==> src/rtl/uart_pkg.sv <==
// ============================================================================
// Module  : uart_pkg
// Brief   : Shared constants, FSM encoding and baud divider helper for uart_tx_cfg
// Revision: 1.0 - initial release
// ============================================================================
`default_nettype none

package uart_pkg;

    localparam logic [1:0] PAR_NONE = 2'd0;
    localparam logic [1:0] PAR_ODD  = 2'd1;
    localparam logic [1:0] PAR_EVEN = 2'd2;

    localparam int STATE_W = 3;
    localparam logic [STATE_W-1:0] S_IDLE   = 3'd0;
    localparam logic [STATE_W-1:0] S_START  = 3'd1;
    localparam logic [STATE_W-1:0] S_DATA   = 3'd2;
    localparam logic [STATE_W-1:0] S_PARITY = 3'd3;
    localparam logic [STATE_W-1:0] S_STOP   = 3'd4;

    function automatic int baud_div(input int clk_mhz, input int baud);
        return (clk_mhz * 1000000) / baud;
    endfunction

endpackage

`default_nettype wire

==> src/rtl/uart_tx_fifo.sv <==
// ============================================================================
// Module  : uart_tx_fifo
// Brief   : Synchronous FIFO, show-ahead read, pointers carry an extra wrap bit
// Revision: 1.0 - initial release
// ============================================================================
`default_nettype none

module uart_tx_fifo #(
    parameter int WIDTH = 8,
    parameter int DEPTH = 16
) (
    input  logic             clk,
    input  logic             rst_n,
    input  logic             push,
    input  logic [WIDTH-1:0] push_data,
    input  logic             pop,
    output logic [WIDTH-1:0] pop_data,
    output logic             full,
    output logic             empty
);

    localparam int AW = $clog2(DEPTH);

    logic [WIDTH-1:0] r_mem [DEPTH];
    logic [AW:0]      r_wr_ptr;
    logic [AW:0]      r_rd_ptr;
    logic             w_wr_en;
    logic             w_rd_en;

    assign empty    = (r_wr_ptr == r_rd_ptr);
    assign full     = (r_wr_ptr[AW] != r_rd_ptr[AW]) &&
                      (r_wr_ptr[AW-1:0] == r_rd_ptr[AW-1:0]);
    assign w_rd_en  = pop && !empty;
    // A full FIFO still takes a write when the same cycle frees a slot.
    assign w_wr_en  = push && (!full || w_rd_en);
    assign pop_data = r_mem[r_rd_ptr[AW-1:0]];

    always_ff @(posedge clk or negedge rst_n) begin
        if (!rst_n) begin
            r_wr_ptr <= '0;
            r_rd_ptr <= '0;
        end else begin
            if (w_wr_en) r_wr_ptr <= r_wr_ptr + 1'b1;
            if (w_rd_en) r_rd_ptr <= r_rd_ptr + 1'b1;
        end
    end

    always_ff @(posedge clk) begin
        if (w_wr_en) r_mem[r_wr_ptr[AW-1:0]] <= push_data;
    end

endmodule

`default_nettype wire

==> src/rtl/uart_tx_cfg.sv <==
// ============================================================================
// Module  : uart_tx_cfg
// Brief   : Configurable UART transmitter; optional input FIFO via UART_TX_FIFO_EN
// Revision: 1.0 - initial release
// ============================================================================
`default_nettype none

module uart_tx_cfg
    import uart_pkg::*;
#(
    parameter int CLK_FRE    = 50,
    parameter int BAUD_RATE  = 115200,
    parameter int DATA_BITS  = 8,
    parameter int PARITY     = 0,
    parameter int STOP_BITS  = 1,
    parameter int FIFO_DEPTH = 16
) (
    input  logic                 clk,
    input  logic                 rst_n,
    input  logic [DATA_BITS-1:0] tx_data,
    input  logic                 tx_data_req,
    output logic                 tx_data_ready,
    output logic                 tx_busy,
    output logic                 tx_pin
);

    localparam int BAUD_DIV_CNT = baud_div(CLK_FRE, BAUD_RATE);
    localparam int CNT_W        = $clog2(BAUD_DIV_CNT);

    localparam logic [CNT_W-1:0] c_cnt_max   = CNT_W'(BAUD_DIV_CNT - 1);
    localparam logic [3:0]       c_data_last = 4'(DATA_BITS - 1);
    localparam logic [3:0]       c_stop_last = 4'(STOP_BITS - 1);

    if (BAUD_DIV_CNT < 2 || DATA_BITS < 5 || DATA_BITS > 9 ||
        PARITY < 0 || PARITY > 2 || (STOP_BITS != 1 && STOP_BITS != 2)) begin : g_param_check
        $error("uart_tx_cfg: illegal parameter combination");
    end

    logic [STATE_W-1:0]   r_state;
    logic [STATE_W-1:0]   w_state_next;
    logic [CNT_W-1:0]     r_baud_cnt;
    logic [3:0]           r_bit_cnt;
    logic [DATA_BITS-1:0] r_shift;
    logic                 r_parity;
    logic                 w_bit_done;
    logic                 w_pin_next;
    logic                 w_start;
    logic [DATA_BITS-1:0] w_src_data;

`ifdef UART_TX_FIFO_EN
    if ((FIFO_DEPTH < 2) || ((FIFO_DEPTH & (FIFO_DEPTH - 1)) != 0)) begin : g_fifo_check
        $error("uart_tx_cfg: FIFO_DEPTH must be a power of two >= 2");
    end

    logic w_fifo_full;
    logic w_fifo_empty;

    assign tx_data_ready = !w_fifo_full;
    assign w_start       = (r_state == S_IDLE) && !w_fifo_empty;

    uart_tx_fifo #(
        .WIDTH (DATA_BITS),
        .DEPTH (FIFO_DEPTH)
    ) u_fifo (
        .clk       (clk),
        .rst_n     (rst_n),
        .push      (tx_data_req && tx_data_ready),
        .push_data (tx_data),
        .pop       (w_start),
        .pop_data  (w_src_data),
        .full      (w_fifo_full),
        .empty     (w_fifo_empty)
    );
`else
    assign tx_data_ready = (r_state == S_IDLE);
    assign w_start       = tx_data_req && tx_data_ready;
    assign w_src_data    = tx_data;
`endif

    assign w_bit_done = (r_baud_cnt == c_cnt_max);

    always_ff @(posedge clk or negedge rst_n) begin
        if (!rst_n) begin
            r_state <= S_IDLE;
            tx_busy <= 1'b0;
            tx_pin  <= 1'b1;
        end else begin
            r_state <= w_state_next;
            tx_busy <= (w_state_next != S_IDLE);
            tx_pin  <= w_pin_next;
        end
    end

    always_comb begin
        w_state_next = r_state;
        case (r_state)
            S_IDLE:   if (w_start) w_state_next = S_START;
            S_START:  if (w_bit_done) w_state_next = S_DATA;
            S_DATA:   if (w_bit_done && r_bit_cnt == c_data_last)
                          w_state_next = (PARITY != 0) ? S_PARITY : S_STOP;
            S_PARITY: if (w_bit_done) w_state_next = S_STOP;
            S_STOP:   if (w_bit_done && r_bit_cnt == c_stop_last) w_state_next = S_IDLE;
            default:  w_state_next = S_IDLE;
        endcase
    end

    // The pin is one cycle behind the state, so the line falls the edge after accept.
    always_comb begin
        w_pin_next = 1'b1;
        case (r_state)
            S_START:  w_pin_next = 1'b0;
            S_DATA:   w_pin_next = r_shift[0];
            S_PARITY: w_pin_next = r_parity;
            default:  w_pin_next = 1'b1;
        endcase
    end

    always_ff @(posedge clk or negedge rst_n) begin
        if (!rst_n) begin
            r_baud_cnt <= '0;
            r_bit_cnt  <= '0;
            r_shift    <= '0;
            r_parity   <= 1'b0;
        end else if (r_state == S_IDLE) begin
            r_baud_cnt <= '0;
            r_bit_cnt  <= '0;
            if (w_start) begin
                r_shift  <= w_src_data;
                r_parity <= (PARITY == int'(PAR_ODD)) ? ~(^w_src_data) : ^w_src_data;
            end
        end else begin
            r_baud_cnt <= w_bit_done ? '0 : r_baud_cnt + 1'b1;
            if (w_bit_done) begin
                r_bit_cnt <= (w_state_next != r_state) ? 4'd0 : r_bit_cnt + 4'd1;
                if (r_state == S_DATA) r_shift <= r_shift >> 1;
            end
        end
    end

endmodule

`default_nettype wire

==> config.mk <==
export PLATFORM = sky130hd
export DESIGN_NAME = uart_tx_cfg
export DESIGN_NICKNAME = d
export VERILOG_FILES = /design/src/rtl/uart_pkg.sv /design/src/rtl/uart_tx_fifo.sv /design/src/rtl/uart_tx_cfg.sv
export SDC_FILE = /design/constraint.sdc
export NUM_CORES = 1
export LEC_CHECK = 0
export CORE_MARGIN = 1.5
export CORE_UTILIZATION = 50
export CTS_CLUSTER_DIAMETER = 200
export DETAILED_ROUTE_END_ITERATION = 10
export PLACE_DENSITY = 0.71
export SETUP_SLACK_MARGIN = 0.2
export SLEW_MARGIN = 10
export SYNTH_ARGS = -nofsm -noshare
export SYNTH_HDL_FRONTEND = slang
export SYNTH_SLANG_ARGS = --single-unit
==> constraint.sdc <==
create_clock -name clk -period 5.65 [get_ports clk]
set_input_delay 0.8475 -clock clk [delete_from_list [all_inputs] [get_ports clk]]
set_output_delay 0.8475 -clock clk [all_outputs]
set_load 0.01 [all_outputs]
==> flow_summary.ini <==
[final_layout]
syn_to_final_growth_pct = 9.445
fill_cells = 244
nets = 168
layout_commonest_cell = dfrtp_1
seqCellArea_um2 = 676.9
layout-drive-gt1-share_pct = 17.11
diodes = 0
fin_cells = 183
multi_input_area_um2 = 728.2
layout_common_cells = dfrtp_1, nor2_1, xnor2_1, clkdlybuf4s50_1, mux2_2

[worst_setup_path]
end_kind = primary output
crit_chain = nor3_2 -> buf_4 -> clkdlybuf4s50_1
slowest_delay_ns = 0.57
critPathLaunchType = register
arrival_ns = 1.84
slowest_stage = clkdlybuf4s50_1
criticalPathCategory = register to primary output
crit_fanout = 16
crit_required_ns = 4.80

[global_routing]
grt_max_degree = 28
grt_pass1_wl_mm = 4.181
first_global_vias = 958
grt_overflow = 0
antenna_found_initial = 0
track_usage_pct = 16.19

[status]
status = finished clean

[yosys]
synth.distinct_cells = 37
synth_ff_type = dfrtp_1
netlist_area_um2 = 1510
synth_top_area_share_pct = 43.08
netlist_top_cells_area = dfrtp_1, mux2_2, xnor2_1
synth_warnings = 0
synth_edf_count = 0
synthCells = 138
ys_ff_latch = 27
netlist.top_cell.by_area = dfrtp_1
async_flop_share_pct = 100.0
syn-num-nets = 153
avgSynthCellArea_um2 = 10.94
seq_area_frac_synth_pct = 44.82

[die]
dieArea_um2 = 3359
start_util_pct = 53.84
pin_count = 14
rows = 19
die_h_um = 57.96
die_w_um = 57.96
core_area_um2 = 2805

[clock_tree]
clockRootBuffer = clkbuf_4
cts_resized = 0
cts_tree = done
worstSkewPairLatency_ns = 0.32
cts_max_level = 1
path_clk_slew_ns = 0.14
clkSinkCount = 27
cts_hold_buffers = 0
cts_buffers = 3
clk_path_buf_depth = 2
postCtsSetupBuffers = 0

[drt]
postRouteAntennaNets = 0
drtPass1Iterations = 4
vias_per_cell = 5.705
wl_per_cell_um = 13.78
route.detailed.drc = 0
via_count = 1044
routed_wl_mm = 2.522
initialDrtViolationCount = 22

[placement]
dpl.hpwl_mm = 1.909
dp_cells = 179
gp_congestion = 0.8205
port_buffers = 13
preCtsSetupSlack_ns = 3.147

[job]
drv_cap = 0

[sta]
timing.fmax_ghz = 0.3719
setup_ws_ns = 2.961
tns_ns = 0
layout_min_cycle_time_ns = 2.689
finalCritPeriodShare_pct = 47.59
finClkSkew_ns = 0.007543
finalHoldViolCount = 0
relSlewSlack_pct = 70.92
slew_viol_final = 0
tightestPinTransition_ns = 0.4348
whs_ns = 0.5230
rsz0062_at_grt = false
setup-violations-final = 0

[power_and_ir_drop]
p_leak_nw = 0.6629
finalPower_mw = 0.4870
cellPowerDensity_nw_per_um2 = 294.7
ir_drop_mv = 0.1666

[min_path]
hp-class = register to register
[through the flow]
step                instance area [µm²]  util (%)
global placement                   1627     57.98
floorplan                          1510         -
CTS                                1653     58.92
global route                       1653     58.92
detailed placement                 1627     57.98
finish                             1653     58.92
[metal layers]
metal | routed length (µm) | track usage, % | vias to the layer above | part of all wire (%)
met5 | 0 | 0 | - | 0
met4 | 34 | 6.977 | 0 | 1.3
met3 | 68 | 2.679 | 4 | 2.7
met2 | 1250 | 28.41 | 17 | 50
met1 | 1169 | 19.57 | 515 | 46
li1 | - | - | 508 | -
[critical path, delay by kind of cell, from the launching register on]
family | cells | cell delay, ns
flip-flops | 1 | 0.50
AND/OR/NAND/NOR | 1 | 0.22
buffers and inverters | 2 | 0.81
[cells by family (layout without fill, tap and decap cells)]
logic type,after synthesis,count (layout),synth area share (%)
buffers and inverters,15,29,6.959
DFF,27,27,44.82
AOI/OAI and AO/OA,18,18,8.036
muxes,14,14,10.36
adders and majority gates,4,4,3.314
xor gates and xnor gates,14,14,8.119
and+or+nand+nor,46,46,18.39
[worst paths after layout]
path / slack (ns) / endpoint / startpoint / cells past startpoint
worst min register to register: 0.52 / r_shift[3] / r_shift[3] / 1
worst max register to register: 3.71 / r_shift[4] / r_baud_cnt[2] / 4
max in group asynchronous: 4.48 / tx_pin / rst_n / 2
worst max-delay path: 2.96 / tx_data_ready / r_state[2] / 3
min in group asynchronous: 0.86 / r_bit_cnt[1] / rst_n / 2
worst min-delay path: 0.52 / r_shift[3] / r_shift[3] / 1
[registers in the layout, indices dropped and copies added (netlist names)]
name        flops
r_bit_cnt       4
r_shift         8
tx_pin          1
tx_busy         1
r_parity        1
r_state         3
r_baud_cnt      9
[report_power, final]
part	leakage, nW	switching [mW]	total (mW)	internal [mW]
Sequential	0.343	0.0405	0.280	0.240
Combinational	0.305	0.0495	0.123	0.0739
Clock	0.0150	0.0560	0.0836	0.0276
[layout make-up]
| type | count | share of cell area (%) |
|---|---|---|
| Sequential cell | 27 | 40.95 |
| Clock buffer | 4 | 1.590 |
| Multi-Input combinational cell | 96 | 44.06 |
| Inverter | 10 | 2.271 |
| Timing Repair Buffer | 15 | 8.781 |
| Tap cell | 31 | 2.347 |
[synthesized netlist by cell type, drive strengths merged (4+ instances only)]
cell type / number
dfrtp: 26
nor2: 14
mux2: 13
xnor2: 13
inv: 10
nand3: 8
nand2: 6
a31oi: 5
nor3: 5
o21ai: 5
clkbuf: 4
ha: 4
Note: power is estimated with default switching activity, not from simulation.
